--- config.mk ---
export PLATFORM = sky130hd
export DESIGN_NAME = weight_fetch_unit_flat
export DESIGN_NICKNAME = d
export VERILOG_FILES = /design/src/rtl/weight_fetch_unit_if.sv /design/src/rtl/weight_fetch_unit.sv /design/src/flat_wrapper.sv
export SDC_FILE = /design/constraint.sdc
export NUM_CORES = 1
export LEC_CHECK = 0
export ABC_AREA = 0
export CORE_ASPECT_RATIO = 1.75
export CORE_MARGIN = 5
export CORE_UTILIZATION = 45
export CTS_BUF_LIST = sky130_fd_sc_hd__clkbuf_8
export DETAILED_ROUTE_END_ITERATION = 6
export PLACE_DENSITY_LB_ADDON = 0.12
export SYNTH_ARGS = -nofsm -noshare
export SYNTH_HDL_FRONTEND = slang
export SYNTH_SLANG_ARGS = --single-unit
--- constraint.sdc ---
create_clock -name clk -period 3.7 [get_ports clk]
set_clock_uncertainty 0.2 [all_clocks]
set_input_delay 0.555 -clock clk [delete_from_list [all_inputs] [get_ports clk]]
set_output_delay 0.555 -clock clk [all_outputs]
set_load 0.03 [all_outputs]
--- src/rtl/weight_fetch_unit_if.sv ---
// rtl/weight_fetch_unit_if.sv - arbiter request/response and weight-buffer write bundle
// Purpose: groups every handshake bus of the weight-fetch BIU into one interface.
// Signals:
//   weight_biu2arb_addr/vld/rdy    request channel, BIU -> memory arbiter
//   arb2weight_biu_data/vld/rdy    response channel, arbiter -> BIU (in request order)
//   weight_waddr/wdata/wen/wready  MAC weight-buffer write port, BIU -> buffer
// Modports: master = BIU side, slave = arbiter and weight-buffer side.
interface weight_fetch_unit_if #(
  parameter int ADDR_W = 32,
  parameter int DATA_W = 32
);
  logic [ADDR_W-1:0] weight_biu2arb_addr;
  logic              weight_biu2arb_vld;
  logic              weight_biu2arb_rdy;
  logic [DATA_W-1:0] arb2weight_biu_data;
  logic              arb2weight_biu_vld;
  logic              arb2weight_biu_rdy;
  logic [31:0]       weight_waddr;
  logic [DATA_W-1:0] weight_wdata;
  logic              weight_wen;
  logic              weight_wready;

  modport master (
    output weight_biu2arb_addr, weight_biu2arb_vld,
    input  weight_biu2arb_rdy,
    input  arb2weight_biu_data, arb2weight_biu_vld,
    output arb2weight_biu_rdy,
    output weight_waddr, weight_wdata, weight_wen,
    input  weight_wready
  );

  modport slave (
    input  weight_biu2arb_addr, weight_biu2arb_vld,
    output weight_biu2arb_rdy,
    output arb2weight_biu_data, arb2weight_biu_vld,
    input  arb2weight_biu_rdy,
    input  weight_waddr, weight_wdata, weight_wen,
    output weight_wready
  );
endinterface

--- src/rtl/weight_fetch_unit.sv ---
// rtl/weight_fetch_unit.sv - weight-fetch BIU streaming a 3x3 then 1x1 kernel block into the MAC buffer
// Purpose: on a start pulse, issues K3_WORDS then K1_WORDS word reads for one output channel,
//   keeps up to MAX_OUTST reads in flight, and writes each in-order response into the weight buffer.
// Ports:
//   clk, rst               clock, synchronous active-high reset
//   i_weight_start         start pulse, honoured only in IDLE
//   o_weight_done          one-cycle pulse after the last buffer write
//   o_weight_busy          high from accepted start through the done pulse
//   i_out_ch               output channel selecting the block in memory
//   i_out_ch_cnt           buffer slot tag placed in weight_waddr
//   i_weight3_base_addr    byte base of the 3x3 region
//   i_weight1_base_addr    byte base of the 1x1 region
//   bus                    arbiter request/response and weight-buffer write port (master side)
module weight_fetch_unit #(
  parameter int ADDR_W     = 32,
  parameter int DATA_W     = 32,
  parameter int K3_WORDS   = 72,
  parameter int K1_WORDS   = 8,
  parameter int MAX_OUTST  = 4,
  parameter int WORD_BYTES = 4
) (
  input  logic              clk,
  input  logic              rst,
  input  logic              i_weight_start,
  output logic              o_weight_done,
  output logic              o_weight_busy,
  input  logic [7:0]        i_out_ch,
  input  logic [7:0]        i_out_ch_cnt,
  input  logic [ADDR_W-1:0] i_weight3_base_addr,
  input  logic [ADDR_W-1:0] i_weight1_base_addr,
  weight_fetch_unit_if.master bus
);

  localparam int TOTAL = K3_WORDS + K1_WORDS;
  localparam int CNT_W = $clog2(TOTAL + 1);
  localparam int OUT_W = $clog2(MAX_OUTST + 1);

  localparam logic [ADDR_W-1:0] STEP      = ADDR_W'(WORD_BYTES);
  localparam logic [ADDR_W-1:0] K3_STRIDE = ADDR_W'(K3_WORDS * WORD_BYTES);
  localparam logic [ADDR_W-1:0] K1_STRIDE = ADDR_W'(K1_WORDS * WORD_BYTES);
  localparam logic [CNT_W-1:0]  K3_LAST   = CNT_W'(K3_WORDS - 1);
  localparam logic [CNT_W-1:0]  K1_LAST   = CNT_W'(K1_WORDS - 1);
  localparam logic [CNT_W-1:0]  K3_CNT    = CNT_W'(K3_WORDS);
  localparam logic [CNT_W-1:0]  RSP_LAST  = CNT_W'(TOTAL - 1);
  localparam logic [OUT_W-1:0]  OUTST_MAX = OUT_W'(MAX_OUTST);

  typedef enum logic [2:0] {
    S_IDLE,
    S_REQ3,
    S_REQ1,
    S_DRAIN,
    S_DONE
  } state_t;

  state_t            r_state;
  state_t            w_state_nxt;
  logic [7:0]        r_out_ch;
  logic [7:0]        r_out_ch_cnt;
  logic [ADDR_W-1:0] r_base1;
  logic [ADDR_W-1:0] r_addr;
  logic [CNT_W-1:0]  r_req_cnt;
  logic [CNT_W-1:0]  r_rcnt;
  logic [OUT_W-1:0]  r_outst;

  logic              w_busy;
  logic              w_done;
  logic              w_req_vld;
  logic              w_req_hs;
  logic              w_rsp_rdy;
  logic              w_wen;
  logic              w_start;
  logic              w_sel;
  logic [CNT_W-1:0]  w_idx;

  // Request valid depends only on state and the registered outstanding count, so once raised it
  // cannot fall before the handshake: the count only drops while waiting, and state only moves on a
  // handshake.
  always_comb begin
    w_state_nxt = r_state;
    w_busy      = 1'b1;
    w_done      = 1'b0;
    w_req_vld   = 1'b0;
    case (r_state)
      S_IDLE: begin
        w_busy = 1'b0;
        if (i_weight_start) begin
          w_state_nxt = S_REQ3;
        end
      end
      S_REQ3: begin
        w_req_vld = (r_outst < OUTST_MAX);
        if (w_req_vld && bus.weight_biu2arb_rdy && (r_req_cnt == K3_LAST)) begin
          w_state_nxt = S_REQ1;
        end
      end
      S_REQ1: begin
        w_req_vld = (r_outst < OUTST_MAX);
        if (w_req_vld && bus.weight_biu2arb_rdy && (r_req_cnt == K1_LAST)) begin
          w_state_nxt = S_DRAIN;
        end
      end
      S_DRAIN: begin
        if (w_wen && (r_rcnt == RSP_LAST)) begin
          w_state_nxt = S_DONE;
        end
      end
      S_DONE: begin
        w_done      = 1'b1;
        w_state_nxt = S_IDLE;
      end
      default: begin
        w_busy      = 1'b0;
        w_state_nxt = S_IDLE;
      end
    endcase
  end

  assign w_start  = (r_state == S_IDLE) && i_weight_start;
  assign w_req_hs = w_req_vld && bus.weight_biu2arb_rdy;
  // While idle the response channel stays ready so stray responses from an abandoned fetch drain.
  assign w_rsp_rdy = w_busy ? bus.weight_wready : 1'b1;
  assign w_wen     = w_busy && bus.arb2weight_biu_vld && w_rsp_rdy;
  assign w_sel     = (r_rcnt >= K3_CNT);
  assign w_idx     = w_sel ? (r_rcnt - K3_CNT) : r_rcnt;

  always_ff @(posedge clk) begin
    if (rst) begin
      r_state      <= S_IDLE;
      r_out_ch     <= '0;
      r_out_ch_cnt <= '0;
      r_base1      <= '0;
      r_addr       <= '0;
      r_req_cnt    <= '0;
      r_rcnt       <= '0;
      r_outst      <= '0;
    end else begin
      r_state <= w_state_nxt;
      if (w_start) begin
        // The 3x3 base is folded straight into the first address; only the 1x1 base is kept.
        r_out_ch     <= i_out_ch;
        r_out_ch_cnt <= i_out_ch_cnt;
        r_base1      <= i_weight1_base_addr;
        r_addr       <= i_weight3_base_addr + ADDR_W'(i_out_ch) * K3_STRIDE;
        r_req_cnt    <= '0;
        r_rcnt       <= '0;
        r_outst      <= '0;
      end else begin
        if (w_req_hs) begin
          if ((r_state == S_REQ3) && (r_req_cnt == K3_LAST)) begin
            r_addr    <= r_base1 + ADDR_W'(r_out_ch) * K1_STRIDE;
            r_req_cnt <= '0;
          end else begin
            r_addr    <= r_addr + STEP;
            r_req_cnt <= r_req_cnt + CNT_W'(1);
          end
        end
        case ({w_req_hs, w_wen})
          2'b10:   r_outst <= r_outst + OUT_W'(1);
          2'b01:   r_outst <= r_outst - OUT_W'(1);
          default: r_outst <= r_outst;
        endcase
        if (w_wen) begin
          r_rcnt <= r_rcnt + CNT_W'(1);
        end
      end
    end
  end

  assign o_weight_done = w_done;
  assign o_weight_busy = w_busy;

  assign bus.weight_biu2arb_addr = r_addr;
  assign bus.weight_biu2arb_vld  = w_req_vld;
  assign bus.arb2weight_biu_rdy  = w_rsp_rdy;
  assign bus.weight_waddr        = {w_sel, r_out_ch_cnt, 23'(w_idx)};
  assign bus.weight_wdata        = bus.arb2weight_biu_data;
  assign bus.weight_wen          = w_wen;

endmodule

--- src/flat_wrapper.sv ---
// flat-port wrapper written by rule: the top's interface ports become plain ports
module weight_fetch_unit_flat 
#(
  parameter int ADDR_W     = 32,
  parameter int DATA_W     = 32,
  parameter int K3_WORDS   = 72,
  parameter int K1_WORDS   = 8,
  parameter int MAX_OUTST  = 4,
  parameter int WORD_BYTES = 4
)
  (clk, rst, i_weight_start, o_weight_done, o_weight_busy, i_out_ch, i_out_ch_cnt, i_weight3_base_addr, i_weight1_base_addr, bus_weight_biu2arb_addr, bus_weight_biu2arb_vld, bus_weight_biu2arb_rdy, bus_arb2weight_biu_data, bus_arb2weight_biu_vld, bus_arb2weight_biu_rdy, bus_weight_waddr, bus_weight_wdata, bus_weight_wen, bus_weight_wready);
  weight_fetch_unit_if #(.ADDR_W(ADDR_W), .DATA_W(DATA_W)) bus_i ();
  input  logic clk;
  input  logic rst;
  input  logic i_weight_start;
  output logic o_weight_done;
  output logic o_weight_busy;
  input  logic [7:0] i_out_ch;
  input  logic [7:0] i_out_ch_cnt;
  input  logic [ADDR_W-1:0] i_weight3_base_addr;
  input  logic [ADDR_W-1:0] i_weight1_base_addr;
  output wire logic [$bits(bus_i.weight_biu2arb_addr)-1:0] bus_weight_biu2arb_addr;
  output wire logic [$bits(bus_i.weight_biu2arb_vld)-1:0] bus_weight_biu2arb_vld;
  input wire logic [$bits(bus_i.weight_biu2arb_rdy)-1:0] bus_weight_biu2arb_rdy;
  input wire logic [$bits(bus_i.arb2weight_biu_data)-1:0] bus_arb2weight_biu_data;
  input wire logic [$bits(bus_i.arb2weight_biu_vld)-1:0] bus_arb2weight_biu_vld;
  output wire logic [$bits(bus_i.arb2weight_biu_rdy)-1:0] bus_arb2weight_biu_rdy;
  output wire logic [$bits(bus_i.weight_waddr)-1:0] bus_weight_waddr;
  output wire logic [$bits(bus_i.weight_wdata)-1:0] bus_weight_wdata;
  output wire logic [$bits(bus_i.weight_wen)-1:0] bus_weight_wen;
  input wire logic [$bits(bus_i.weight_wready)-1:0] bus_weight_wready;
  assign bus_weight_biu2arb_addr = bus_i.weight_biu2arb_addr;
  assign bus_weight_biu2arb_vld = bus_i.weight_biu2arb_vld;
  assign bus_i.weight_biu2arb_rdy = bus_weight_biu2arb_rdy;
  assign bus_i.arb2weight_biu_data = bus_arb2weight_biu_data;
  assign bus_i.arb2weight_biu_vld = bus_arb2weight_biu_vld;
  assign bus_arb2weight_biu_rdy = bus_i.arb2weight_biu_rdy;
  assign bus_weight_waddr = bus_i.weight_waddr;
  assign bus_weight_wdata = bus_i.weight_wdata;
  assign bus_weight_wen = bus_i.weight_wen;
  assign bus_i.weight_wready = bus_weight_wready;
  weight_fetch_unit #(.ADDR_W(ADDR_W), .DATA_W(DATA_W), .K3_WORDS(K3_WORDS), .K1_WORDS(K1_WORDS), .MAX_OUTST(MAX_OUTST), .WORD_BYTES(WORD_BYTES)) u_core (.clk(clk), .rst(rst), .i_weight_start(i_weight_start), .o_weight_done(o_weight_done), .o_weight_busy(o_weight_busy), .i_out_ch(i_out_ch), .i_out_ch_cnt(i_out_ch_cnt), .i_weight3_base_addr(i_weight3_base_addr), .i_weight1_base_addr(i_weight1_base_addr), .bus(bus_i));
endmodule
==> results.sh <==
export IMPL_post_route_min_period_ns=3.59
export IMPL_cellPowerDensity_nw_per_um2=318
export IMPL_ys_warn_count=0
export IMPL_cellLeakagePower_uw=0.00341
export IMPL_synth_edff_count=0
export IMPL_clock_fmax_ghz=0.278
export IMPL_cp_start_kind="input pin"
export IMPL_grt_pass1_vias=7409
export IMPL_cp_cell_sequence="buf_6, ha_4, ha_4, fa_2, a21oi_2, nor2_1, nor2_1, nor2b_1, o21ai_1, xnor2_1, ha_1, and3_4, o211a_1, a211oi_4, buf_6, a211o_4, mux2i_2, a211oi_2"
export IMPL_grt_pass1_wl_mm=37.2
export IMPL_drc_errors=0
export IMPL_synth_area_top_cells="dfxtp_1 27%, nand2_1 7.7%, ha_1 6.6%"
export IMPL_track_usage_pct=24.3
export IMPL_ys_types=71
export IMPL_antenna_found_initial=0
export IMPL_syn_inst=978
export IMPL_synthFlopType="dfxtp_1"
export IMPL_crit_fanout=4
export IMPL_cp_slowest_cell="fa_2"
export IMPL_cp_required_ns=3.83
export IMPL_finalHoldViolations=0
export IMPL_whs_path_depth=2
export IMPL_via_count=7527
export IMPL_grt_max_degree=56
export IMPL_critPathMaxStageDelay_ns=0.37
export IMPL_finalCritPeriodShare_pct=97.1
export IMPL_seqCellArea_sq_um=2000
export IMPL_drv_cap=0
export IMPL_ys_async_sr_fraction_pct=0
export IMPL_firstDrtPassIters=5
export IMPL_core_area_sq_um=16200
export IMPL_cts_root_buf="clkbuf_8"
export IMPL_setup_violations=0
export IMPL_die_height_um=179
export IMPL_initial_core_util_pct=45.4
export IMPL_cts_tree="built"
export IMPL_synth_area_sq_um=7360
export IMPL_crit_family="adder cells"
export IMPL_numCtsBuffers=9
export IMPL_ir_drop_mv=0.231
export IMPL_ys_seq_area_share_pct=27.2
export IMPL_h_tree_depth=3
export IMPL_clk_pin_slew_ns=0.12
export IMPL_clock_sinks=100
export IMPL_drt_vias_per_instance=5.82
export IMPL_reg2reg_slack_ns=0.79
export IMPL_yosys_area_top_type="dfxtp_1"
export IMPL_slew_viol_final=0
export IMPL_fin_ws_ns=0.108
export IMPL_dieArea_sq_um=19100
export IMPL_crit_arrival_ns=3.72
export IMPL_routedWlPerCell_um=18.2
export IMPL_crit_buf_inv=2
export IMPL_avgSynthCellArea_sq_um=7.52
export IMPL_r2r_cells=7
export IMPL_crit_type="in -> reg"
export IMPL_clk_latency_ns=0.39
export IMPL_clk_path_buf_depth=2
export IMPL_drtAntennaViolNets=0
export IMPL_crit_path_end_kind="flop"
export IMPL_rows=62
export IMPL_status="complete, no violations"
export IMPL_globalRouteOverflowTotal=0
export IMPL_antenna_cells=0
export IMPL_drive_gt1_share_pct=11.2
export IMPL_syn_to_final_growth_pct=25.8
export IMPL_slew_headroom_pct=44.6
export IMPL_synth_top_area_share_pct=27.2
export IMPL_rsz0062_at_grt="true"
export IMPL_min_from="u_core.r_out_ch_cnt[0]"
export IMPL_nNetsFinal=1258
export IMPL_num_io_pins=219
export IMPL_hpwl_mm=18.5
export IMPL_min_path_type="reg -> reg"
export IMPL_io_buffers=138
export IMPL_hold_end="u_core.r_out_ch_cnt[0]"
export IMPL_ys_seq_elements=100
export IMPL_pre_cts_ws_ns=-0.848
export IMPL_gp_congestion=0.952
export IMPL_totalPowerFinal_uw=2950
export IMPL_initialDrtViolationCount=407
export IMPL_fin_util_pct=57.1
export IMPL_reg2reg_to="u_core.bus.weight_biu2arb_addr[29]"
export IMPL_fillers=1620
export IMPL_tightest_slew_ns=0.828
export IMPL_die_w_um=107
export IMPL_routed_wirelength_mm=23.5
export IMPL_r2r_start="u_core.r_req_cnt[0]"
export IMPL_multi_input_area_sq_um=4890
stage by stage:
step / instances / hold WS, ns / TNS, ns / instance area (sq um)
2_1_floorplan: 993 / 0.236 / 0 / 7460
3_3_place_gp: 1274 / 0.241 / -11.36 / 8890
3_5_place_dp: 1274 / 0.248 / -12.26 / 8890
4_1_cts: 1292 / 0.265 / 0 / 9180
5_1_grt: 1294 / 0.284 / -0.302 / 9260
6_report: 1294 / 0.262 / 0 / 9260
placed cells by master (no fill, tap or decap), types with 7 or more instances in the layout:
cell	count
a21o_1	7
or3_1	13
o21ai_0	37
nor4_1	19
and3_1	12
or4_1	8
clkdlybuf4s50_1	129
dfxtp_1	100
o22ai_1	7
mux2i_1	7
nand2_1	151
nor3_1	26
nor2b_1	7
o31ai_1	8
nand2b_1	9
o21a_1	13
nor2_1	63
a21oi_1	91
o211ai_1	8
ha_1	32
conb_1	16
inv_1	30
a211oi_1	11
xnor2_1	24
ha_4	7
and4_1	7
clkbuf_8	10
xor2_1	17
buf_4	57
nand4_1	13
o31a_1	8
nand3_1	33
o221ai_1	7
cell usage after synthesis, types with 6 or more instances:
master	n
buf_4	54
o21ai_0	41
and4_1	7
o22ai_1	7
dfxtp_1	100
nor4_1	19
mux2i_1	8
inv_1	30
o31a_1	8
o2111ai_1	6
or3_1	13
buf_2	10
a21o_1	7
o31ai_1	8
nor3_1	27
clkbuf_1	34
a21oi_1	97
a211oi_1	13
buf_1	6
xor2_1	17
and3_1	13
nor2_1	63
or4_1	8
o221ai_1	7
o21a_1	13
xnor2_1	25
nor2b_1	7
ha_1	39
nand3_1	34
nand4_1	13
a31oi_1	6
nand2b_1	9
nand2_1	151
o211ai_1	8
layout make-up:
| type | instances | share of cell area [%] |
|---|---|---|
| multi-input combinational | 758 | 52.8 |
| sequential | 100 | 21.6 |
| timing repair buffer | 197 | 19.6 |
| tap | 192 | 2.60 |
| clock buffer | 10 | 1.49 |
| inverter | 31 | 1.26 |
| clock inverter | 6 | 0.608 |
repair_timing:
| item | CTS | global route |
|---|---|---|
| hold buffers | 0 | 0 |
| buffers inserted | 2 | 2 |
| setup endpoints to repair | 16 | 15 |
| gates cloned | 0 | 0 |
| resized for setup | 23 | 30 |
| pin swaps | 14 | 25 |
kinds of logic (layout without fill, tap and decap cells):
| group | count (synthesis) | count (layout) | share of synthesized area, % |
|---|---|---|---|
| multiplexers | 10 | 10 | 1.39 |
| AND/OR/NAND/NOR | 383 | 383 | 25.5 |
| buffers and inverters | 135 | 244 | 9.81 |
| flip-flops | 100 | 100 | 27.2 |
| AO/OA/AOI/OAI | 264 | 264 | 23.3 |
| XOR/XNOR | 42 | 42 | 5.00 |
| other | 1 | 16 | 0.0510 |
| adder cells (fa/ha/maj) | 43 | 43 | 7.72 |
routing by layer:
metal  wire length (um)  vias to the layer above  global-route usage [%]  share of wire [%]
met4                656                        0                    8.91                2.8
met1               9360                     3557                    27.3                 40
met2              12600                      208                    46.2                 53
met5                  0                        -                       0                  0
met3                962                       47                    3.21                4.1
li1                   -                     3715                       -                  -
power breakdown:
part	switching [uW]	internal (uW)	leakage [uW]
Sequential	85.8	1140	0.000820
Clock	448	278	0.0000969
Combinational	524	467	0.00249
Total	1060	1890	0.00341
worst register-to-register path: stages (launching register included):
cell      delay, ns
dfxtp_1        0.39
ha_1           0.22
nor4b_2        0.40
nand3_1        0.18
buf_4          0.23
nor2_1         0.64
nand2_1        0.27
o221ai_1       0.30
worst max path at each step:
stage,start,end,slack [ns],depth (start not counted)
after floorplan,i_out_ch[2],u_core.bus.weight_biu2arb_addr[26],0.008,14
after global placement,i_out_ch[1],u_core.bus.weight_biu2arb_addr[22],-0.82,18
after detailed placement,i_out_ch[2],u_core.bus.weight_biu2arb_addr[22],-0.85,16
after CTS,i_out_ch[6],u_core.bus.weight_biu2arb_addr[26],0.006,17
after global routing,i_out_ch[4],u_core.bus.weight_biu2arb_addr[28],-0.07,18
final,i_out_ch[4],u_core.bus.weight_biu2arb_addr[26],0.11,18
registers in the layout (all words and copies together) (netlist names):
signal and flops:
u_core.r_outst 3, u_core.r_rcnt 7, u_core.r_out_ch_cnt 8, u_core.r_req_cnt 7, u_core.r_base1 32, u_core.r_out_ch 8
u_core.bus.weight_biu2arb_addr 32, u_core.r_state 3
Power figures use the tool's default switching activity.
